<file path="src/rtl/dvs_row_packer.sv">
// Packs sensor rows into {addr, event map} FIFO words and emits one header word per frame.
// Accept-to-write 2 cycles; headers wait out full_fifo indefinitely, rows drop after MAX_STALL full cycles.
module dvs_row_packer #(
    parameter int DWIDTH     = 136,
    parameter int MAX_STALL  = 4,
    parameter int SKIP_EMPTY = 1
) (
    input  logic              clk,
    input  logic              rst,
    input  logic              en,
    input  logic              frame_start,
    input  logic              row_valid,
    output logic              row_ready,
    input  logic [7:0]        row_addr,
    input  logic [127:0]      row_evt,
    input  logic              full_fifo,
    output logic              wr_en_fifo,
    output logic [DWIDTH-1:0] wdata_fifo,
    output logic [15:0]       frame_cnt,
    output logic [15:0]       drop_cnt,
    output logic              ovf_flag,
    input  logic              ovf_clr,
    output logic              busy
);

    typedef struct packed {
        logic [7:0]  tag;
        logic [15:0] frame;
        logic [31:0] ts;
        logic [15:0] drops;
        logic [63:0] rsvd;
    } hdr_t;

    typedef enum logic [1:0] {
        IDLE = 2'd0,
        HDR  = 2'd1,
        ROW  = 2'd2
    } state_t;

    localparam logic [7:0]  HDR_TAG    = 8'hFF;
    localparam logic [15:0] STALL_LAST = 16'(MAX_STALL - 1);

    state_t              state_q, state_d;
    logic [31:0]         ts_q;
    logic [31:0]         hdr_ts_q, hdr_ts_d;
    logic                hdr_pend_q, hdr_pend_d;
    logic [7:0]          addr_q, addr_d;
    logic [127:0]        evt_q, evt_d;
    logic [15:0]         stall_q, stall_d;
    logic                wr_en_q, wr_en_d;
    logic [DWIDTH-1:0]   wdata_q, wdata_d;
    logic [15:0]         frame_cnt_q, frame_cnt_d;
    logic [15:0]         drop_cnt_q, drop_cnt_d;
    logic                ovf_q, ovf_d;
    logic                drop;
    logic                accept;
    hdr_t                hdr_word;

    // A frame_start pulse takes priority over a row offered in the same cycle.
    assign row_ready = en && (state_q == IDLE) && !hdr_pend_q && !frame_start;
    assign accept    = row_valid && row_ready;
    assign busy      = (state_q != IDLE) || hdr_pend_q;

    always_comb begin
        hdr_word       = '0;
        hdr_word.tag   = HDR_TAG;
        hdr_word.frame = frame_cnt_q;
        hdr_word.ts    = hdr_ts_q;
        hdr_word.drops = drop_cnt_q;
    end

    always_comb begin
        state_d     = state_q;
        hdr_ts_d    = hdr_ts_q;
        hdr_pend_d  = hdr_pend_q;
        addr_d      = addr_q;
        evt_d       = evt_q;
        stall_d     = stall_q;
        wr_en_d     = 1'b0;
        wdata_d     = wdata_q;
        frame_cnt_d = frame_cnt_q;
        drop_cnt_d  = drop_cnt_q;
        ovf_d       = ovf_q;
        drop        = 1'b0;

        case (state_q)
            IDLE: begin
                if (hdr_pend_q) begin
                    state_d = HDR;
                end else if (accept) begin
                    addr_d = row_addr;
                    evt_d  = row_evt;
                    if ((SKIP_EMPTY != 0) && (row_evt == '0)) begin
                        state_d = IDLE;
                    end else if (row_addr == HDR_TAG) begin
                        // Row index 0xFF would alias the header tag downstream.
                        drop = 1'b1;
                    end else begin
                        state_d = ROW;
                        stall_d = '0;
                    end
                end
            end
            HDR: begin
                if (!full_fifo) begin
                    wr_en_d     = 1'b1;
                    wdata_d     = DWIDTH'(hdr_word);
                    frame_cnt_d = frame_cnt_q + 16'd1;
                    hdr_pend_d  = 1'b0;
                    state_d     = IDLE;
                end
            end
            ROW: begin
                if (!full_fifo) begin
                    wr_en_d = 1'b1;
                    wdata_d = DWIDTH'({addr_q, evt_q});
                    state_d = IDLE;
                end else if (stall_q == STALL_LAST) begin
                    drop    = 1'b1;
                    state_d = IDLE;
                end else begin
                    stall_d = stall_q + 16'd1;
                end
            end
            default: state_d = IDLE;
        endcase

        // A new frame arriving as the previous header is written still gets its own header.
        if (frame_start) begin
            hdr_pend_d = 1'b1;
            hdr_ts_d   = ts_q;
        end

        if (drop) begin
            ovf_d = 1'b1;
            if (ovf_clr) begin
                drop_cnt_d = 16'd1;
            end else if (drop_cnt_q != 16'hFFFF) begin
                drop_cnt_d = drop_cnt_q + 16'd1;
            end
        end else if (ovf_clr) begin
            ovf_d      = 1'b0;
            drop_cnt_d = '0;
        end
    end

    always_ff @(posedge clk or posedge rst) begin
        if (rst) begin
            ts_q <= '0;
        end else if (en) begin
            ts_q <= ts_q + 32'd1;
        end
    end

    always_ff @(posedge clk or posedge rst) begin
        if (rst) begin
            state_q     <= IDLE;
            hdr_ts_q    <= '0;
            hdr_pend_q  <= 1'b0;
            addr_q      <= '0;
            evt_q       <= '0;
            stall_q     <= '0;
            wr_en_q     <= 1'b0;
            wdata_q     <= '0;
            frame_cnt_q <= '0;
            drop_cnt_q  <= '0;
            ovf_q       <= 1'b0;
        end else begin
            state_q     <= state_d;
            hdr_ts_q    <= hdr_ts_d;
            hdr_pend_q  <= hdr_pend_d;
            addr_q      <= addr_d;
            evt_q       <= evt_d;
            stall_q     <= stall_d;
            wr_en_q     <= wr_en_d;
            wdata_q     <= wdata_d;
            frame_cnt_q <= frame_cnt_d;
            drop_cnt_q  <= drop_cnt_d;
            ovf_q       <= ovf_d;
        end
    end

    assign wr_en_fifo = wr_en_q;
    assign wdata_fifo = wdata_q;
    assign frame_cnt  = frame_cnt_q;
    assign drop_cnt   = drop_cnt_q;
    assign ovf_flag   = ovf_q;

endmodule

</file>
<file path="config.mk">
export PLATFORM = sky130hd
export DESIGN_NAME = dvs_row_packer
export DESIGN_NICKNAME = d
export VERILOG_FILES = /design/src/rtl/dvs_row_packer.sv
export SDC_FILE = /design/constraint.sdc
export NUM_CORES = 1
export LEC_CHECK = 0
export CELL_PAD_IN_SITES_DETAIL_PLACEMENT = 1
export CELL_PAD_IN_SITES_GLOBAL_PLACEMENT = 1
export CORE_ASPECT_RATIO = 1.1
export CORE_MARGIN = 5
export CORE_UTILIZATION = 40
export DETAILED_ROUTE_END_ITERATION = 12
export PLACE_DENSITY = 0.77
export SYNTH_ARGS = -nofsm -noshare
export SYNTH_HDL_FRONTEND = slang
export SYNTH_SLANG_ARGS = --single-unit
</file>
<file path="constraint.sdc">
create_clock -name clk -period 32.8 [get_ports clk]
set_clock_uncertainty 0.1 [all_clocks]
set_input_delay 6.56 -clock clk [delete_from_list [all_inputs] [get_ports clk]]
set_output_delay 6.56 -clock clk [all_outputs]
set_load 0.02 [all_outputs]
</file>
==> key figures, run 1 <==
GRT
  • Grt total ovfl: 0
  • Via count of the first global-routing pass: 12720
  • Pin count of the biggest net entering global routing: 106
  • Overall Global Routing Usage: 21.76%
  • Wire length of the first global-routing pass: 75820 um
  • Number of antenna violations at the first check in global routing: 4

Finish
  • Share of post-route cells with drive strength above 1: 16.55%
  • Final Core Density: 53.55%
  • Fill cells: 3965
  • Final cell count without fillers: 2086
  • Multi-input combinational cell area: 5968 sq um
  • Total area of sequential cells: 9734 sq um
  • Area Overhead vs Synth: 31.88%
  • NumNets Final: 1693

STA
  • RSZ-0062 raised after global routing: false
  • Tmin final: 14.99 ns
  • Number of hold violations in the final report: 0
  • Number of max-slew violations in the final report: 0
  • Max frequency: 66.70 MHz
  • Max_slew headroom: 20.67%
  • Post-route fraction of the period consumed by the critical path: 45.71%
  • Worst hold slack: 0.3709 ns
  • Slew at the pin with the worst max-slew slack: 1.190 ns
  • Final count of negative-setup-slack endpoints: 0
  • Setup TNS: 0 ns

Place
  • HPWL reported at the end of detailed placement: 33610 um
  • Final weighted congestion in routability-driven placement: 0.8231
  • Input/output buffers: 314
  • Total instance count after detailed placement: 2005

Synthesis
  • Dominant cells by area after synthesis: sky130_fd_sc_hd__dfrtp_1 (61%), sky130_fd_sc_hd__mux2_2 (12%), sky130_fd_sc_hd__mux2i_1 (4.1%)
  • Post-Synthesis Cells: 1239
  • Synthesis-stage register bit count: 389
  • Yosys top cell area share: 60.90%
  • Most used standard cell by instance count after synthesis: sky130_fd_sc_hd__dfrtp_1
  • Count of flip-flops with a built-in enable after synthesis: 0
  • Register area share after synthesis: 60.90%
  • Predominant post-synthesis flop cell: sky130_fd_sc_hd__dfrtp_1
  • Top cells by instance count after synthesis: sky130_fd_sc_hd__dfrtp_1 (389), sky130_fd_sc_hd__mux2_2 (172), sky130_fd_sc_hd__nand2_1 (99)
  • Mean cell area of the mapped netlist: 12.90 sq um
  • Post-synthesis cell area: 15990 sq um
  • Cell variety after synth: 49
  • Fraction of registers with async set or reset after synthesis: 100.0%
  • Post-Synthesis Net Count: 1389
  • Cell taking the most area after synthesis: sky130_fd_sc_hd__dfrtp_1
  • Syn. warnings: 0

Clocking
  • Count of instances resized after the clock tree is built: 0
  • Clock buffer count from CTS: 43
  • Sinks on the clock net: 389
  • Clk pin slew, worst setup/hold paths: 0.06 ns
  • Number of buffers on the longest clock path: 3
  • Clock tree from TritonCTS: done
  • CTS H-Tree Depth: 2
  • Latest clock arrival within the worst-skew pair: 0.57 ns
  • Root Buffer Master: sky130_fd_sc_hd__clkbuf_16
  • Number of buffers added to fix hold violations after cts: 0
  • Number of setup buffers added after CTS: 0

Worst setup path
  • Worst-path maximum fanout: 8
  • Data arrival at the endpoint of the critical path: 8.33 ns
  • Worst r2r path cells: 10
  • Critical path destination: row_ready
  • Critical Path RT: 26.14 ns
  • Launch point of the critical path: en
  • Start of the worst register-to-register path: state_q[0]
  • Kind of launch point of the worst setup path: input port
  • Slack of the worst reg-to-reg path: 28.42 ns
  • Critical R2R Capture: stall_q[10]
  • Nature of the critical path endpoint: output port
  • Class of the most critical setup path: input port to output port

Flow run
  • Number of maximum-capacitance constraint violations: 0

Min path
  • Worst hold-check path type: flop to flop

Route
  • Detailed-route vias per instance: 5.458
  • DRC marker count from the first detailed-route iteration: 458
  • Count of antenna-violating nets left after detailed routing: 0
  • Routed wire length per instance: 23.15 um
  • Total Wirelength: 48300 um
  • Via count of the routed design: 11390
  • Residual DRC: 0
  • Detailed-routing iteration count for the pre-antenna-repair pass: 4

Die
  • Initial Utilization: 40.61%
  • Die span in y: 219.7 um
  • Floorplan Core Area: 39370 sq um
  • Standard-cell rows: 76
  • Chip width: 200.6 um
  • Full die area: 44070 sq um
  • Number of top-level pins: 315

Pwr
  • IR Drop Worst-Case VDD: 0.00003911 V
  • Pwr/cell area: 63.73 nW/um^2
  • Post-layout total power: 1.343 mW
  • Static leakage: 9.118 nW

Run status
  • Status: complete, no violations
how the worst min path moves through the flow:
stage | startpoint | end | slack (ns) | cells after the start
after floorplan | ts_q[31] | ts_q[31] | 0.34 | 1
after global placement | addr_q[1] | wdata_fifo[129] | 0.36 | 1
after detailed placement | ts_q[31] | ts_q[31] | 0.36 | 1
after CTS | ts_q[31] | ts_q[31] | 0.37 | 1
after global routing | ts_q[31] | ts_q[31] | 0.39 | 1
final | ts_q[31] | ts_q[31] | 0.37 | 1
flip-flops by register name, summed over array words and instances (netlist names):
signal and cells:
state_q 2, stall_q 16, wr_en_fifo 1, hdr_pend_q 1, evt_q 128, drop_cnt 16
ts_q 32, frame_cnt 16, ovf_flag 1, addr_q 8, hdr_ts_q 32, wdata_fifo 136
worst max-delay path: stages:
cell	delay (ns)
sky130_fd_sc_hd__clkdlybuf4s50_1	0.71
sky130_fd_sc_hd__nor3b_4	0.38
sky130_fd_sc_hd__clkdlybuf4s50_1	0.68
final cells by class:
class                   count  share of cell area, %
diodes                      2                0.02374
clock inverters            15                 0.9259
flip-flops and latches    389                  46.17
repair buffers            324                  15.24
inverters                  18                 0.3561
clock buffers              64                  5.959
multi-input cells         767                  28.31
well taps                 507                  3.009
stage by stage:
step | worst slack, ns | area, sq um
final | 17.81 | 21080
after detailed placement | 17.80 | 19630
after global routing | 17.76 | 21080
after floorplan | 15.33 | 15990
after CTS | 17.78 | 21080
after global placement | 17.80 | 19630
layer usage:
metal | up-vias | global-route usage [%] | share of wire [%] | wire length, um
met1 | 5865 | 27.22 | 41 | 20020
met3 | 78 | 6.137 | 6.8 | 3296
met2 | 351 | 37.43 | 49 | 23690
met4 | 4 | 5.920 | 2.6 | 1268
met5 | - | 0 | 0.050 | 24
li1 | 5087 | - | - | -
kinds of logic (layout without fill, tap and decap cells):
| family | after synthesis | count (layout) | share of synthesized area, % |
|---|---|---|---|
| adder cells (fa/ha/maj) | 7 | 7 | 0.5479 |
| XOR/XNOR | 56 | 56 | 3.068 |
| AO/OA/AOI/OAI | 195 | 195 | 8.540 |
| other | 0 | 2 | 0 |
| AND/OR/NAND/NOR | 272 | 272 | 8.766 |
| buffers and inverters | 83 | 421 | 1.996 |
| flip-flops | 389 | 389 | 60.90 |
| multiplexers | 237 | 237 | 16.19 |
cell usage in the layout (no fill, tap or decap), types with 6 or more instances in the layout:
master,netlist,final
sky130_fd_sc_hd__nand3_1,27,27
sky130_fd_sc_hd__o22a_1,8,8
sky130_fd_sc_hd__and4_1,6,6
sky130_fd_sc_hd__mux2_2,172,172
sky130_fd_sc_hd__buf_4,1,10
sky130_fd_sc_hd__nor4_1,40,40
sky130_fd_sc_hd__ha_1,7,6
sky130_fd_sc_hd__dfrtp_1,389,389
sky130_fd_sc_hd__and3_1,13,13
sky130_fd_sc_hd__clkinv_2,0,7
sky130_fd_sc_hd__xnor2_1,34,34
sky130_fd_sc_hd__clkbuf_1,51,12
sky130_fd_sc_hd__a22o_1,65,65
sky130_fd_sc_hd__nor2_1,34,34
sky130_fd_sc_hd__o21ai_0,78,78
sky130_fd_sc_hd__clkbuf_8,0,8
sky130_fd_sc_hd__mux2i_1,65,65
sky130_fd_sc_hd__clkdlybuf4s50_1,0,313
sky130_fd_sc_hd__nand2_1,99,99
sky130_fd_sc_hd__a21oi_1,11,11
sky130_fd_sc_hd__nand4_1,20,20
sky130_fd_sc_hd__o211ai_1,9,9
sky130_fd_sc_hd__xor2_1,22,22
sky130_fd_sc_hd__clkbuf_16,0,44
sky130_fd_sc_hd__inv_1,18,17
sky130_fd_sc_hd__or3_1,7,7
where the power goes:
group,internal [mW],switching (mW),total [mW]
Clock,0.297,0.197,0.494
Combinational,0.112,0.108,0.220
Sequential,0.571,0.0579,0.629
No activity file was read; power rests on OpenSTA's default activity.
==> run 2: changes to the inputs <==
clock period = 15 ns   (was 32.8 ns; I/O delays follow)
==> key figures, run 2 (same netlist as run 1, synthesis figures left out) <==
Run status
  • Status: complete, no violations

Die
  • Full die area: 44070 sq um
  • Standard-cell rows: 76
  • Number of top-level pins: 315
  • Initial Utilization: 40.61%
  • Die span in y: 219.7 um
  • Chip width: 200.6 um
  • Floorplan Core Area: 39370 sq um

Place
  • HPWL reported at the end of detailed placement: 33360 um
  • Input/output buffers: 314
  • Final weighted congestion in routability-driven placement: 0.7988

Route
  • Detailed-route vias per instance: 5.423
  • Residual DRC: 0
  • Count of antenna-violating nets left after detailed routing: 0
  • Routed wire length per instance: 22.85 um
  • Detailed-routing iteration count for the pre-antenna-repair pass: 4
  • Via count of the routed design: 11280
  • Total Wirelength: 47520 um
  • DRC marker count from the first detailed-route iteration: 412

Finish
  • Leading cell types in the layout, fill and taps excluded: sky130_fd_sc_hd__dfrtp_1 (389), sky130_fd_sc_hd__clkdlybuf4s50_1 (313), sky130_fd_sc_hd__mux2_2 (172)
  • Share of post-route cells with drive strength above 1: 16.48%
  • Largest register FFs: 136
  • Multi-input combinational cell area: 5968 sq um
  • Total area of sequential cells: 9734 sq um
  • Most common cell after layout, fill and taps aside: sky130_fd_sc_hd__dfrtp_1
  • Area Overhead vs Synth: 31.22%
  • NumNets Final: 1691
  • Fill cells: 3973

Clocking
  • Clock tree from TritonCTS: done
  • Number of buffers added to fix hold violations after cts: 0
  • Number of setup buffers added after CTS: 0
  • Clock buffer count from CTS: 42
  • Count of instances resized after the clock tree is built: 0
  • Root Buffer Master: sky130_fd_sc_hd__clkbuf_16
  • Latest clock arrival within the worst-skew pair: 0.54 ns
  • CTS H-Tree Depth: 2
  • Number of buffers on the longest clock path: 3
  • Clk pin slew, worst setup/hold paths: 0.06 ns
  • Sinks on the clock net: 389

STA
  • Slew at the pin with the worst max-slew slack: 1.161 ns
  • Final count of negative-setup-slack endpoints: 0
  • Max_slew headroom: 22.61%
  • Tmin final: 7.927 ns
  • RSZ-0062 raised after global routing: false
  • Max frequency: 126.2 MHz
  • Post-route fraction of the period consumed by the critical path: 52.85%
  • Number of hold violations in the final report: 0
  • Setup TNS: 0 ns
  • Number of max-slew violations in the final report: 0
  • Worst hold slack: 0.3789 ns

GRT
  • Number of antenna violations at the first check in global routing: 5
  • Via count of the first global-routing pass: 12540
  • Overall Global Routing Usage: 21.36%
  • Wire length of the first global-routing pass: 74730 um
  • Pin count of the biggest net entering global routing: 130
  • Grt total ovfl: 0

Worst setup path
  • Kind of launch point of the worst setup path: input port
  • Nature of the critical path endpoint: output port
  • Data arrival at the endpoint of the critical path: 4.83 ns
  • Critical Path RT: 11.90 ns
  • Worst-path maximum fanout: 8
  • Class of the most critical setup path: input port to output port

Flow run
  • Number of maximum-capacitance constraint violations: 0

Min path
  • Worst hold-check path type: flop to flop

Pwr
  • Static leakage: 9.078 nW
  • IR Drop Worst-Case VDD: 0.00008888 V
  • Pwr/cell area: 136.9 nW/um^2
==> run 2: worst paths after layout <==
check	startpoint	end	slack, ns	depth (start not counted)
worst max register to register	state_q[0]	stall_q[10]	10.69	10
worst min register to register	ts_q[31]	ts_q[31]	0.38	1
worst min-delay path	ts_q[31]	ts_q[31]	0.38	1
max in group asynchronous	rst	evt_q[65]	9.57	4
min in group asynchronous	rst	wdata_fifo[41]	2.94	2
worst max-delay path	en	row_ready	7.07	3
==> run 2: routing by layer <==
metal	track usage, %	vias to the layer above	share of wire, %
met4	6.723	8	3.1
met2	36.55	319	49
met1	26.54	5812	42
li1	-	5059	-
met3	5.931	81	6.4
met5	0	-	0.11
==> run 2: area by class of cell <==
cell class                      instances  share of cell area, %
Sequential cell                       389                  46.41
Multi-Input combinational cell        767                  28.45
Timing Repair Buffer                  323                  15.28
Clock buffer                           63                  6.013
Tap cell                              507                  3.024
Clock inverter                         12                 0.4533
Inverter                               18                 0.3579
Antenna cell                            1                0.01193
==> run 2: metrics by stage <==
| stage | utilization, % | instances | worst slack, ns | instance area (sq um) | total power, mW |
|---|---|---|---|---|---|
| 5_1_grt | 53.28 | 2079 | 7.051 | 20970 | 3.018 |
| 6_report | 53.28 | 2080 | 7.073 | 20980 | 2.873 |
| 3_3_place_gp | 49.83 | 2004 | 7.124 | 19620 | 1.838 |
| 2_1_floorplan | - | 1239 | 1.087 | 15990 | 1.661 |
| 4_1_cts | 53.28 | 2079 | 7.072 | 20970 | 2.910 |
| 3_5_place_dp | 49.83 | 2004 | 7.074 | 19620 | 1.876 |
==> run 2: power by group <==
group          switching, mW  internal, mW  total, mW
logic                  0.235         0.245      0.479
clock network          0.421         0.599       1.02
registers              0.126          1.25       1.37
total                  0.782          2.09       2.87
==> run 2: worst max-delay path, cell delays in order <==
cell	delay [ns]
sky130_fd_sc_hd__clkdlybuf4s50_1	0.73
sky130_fd_sc_hd__nor3b_4	0.39
sky130_fd_sc_hd__clkdlybuf4s50_1	0.70
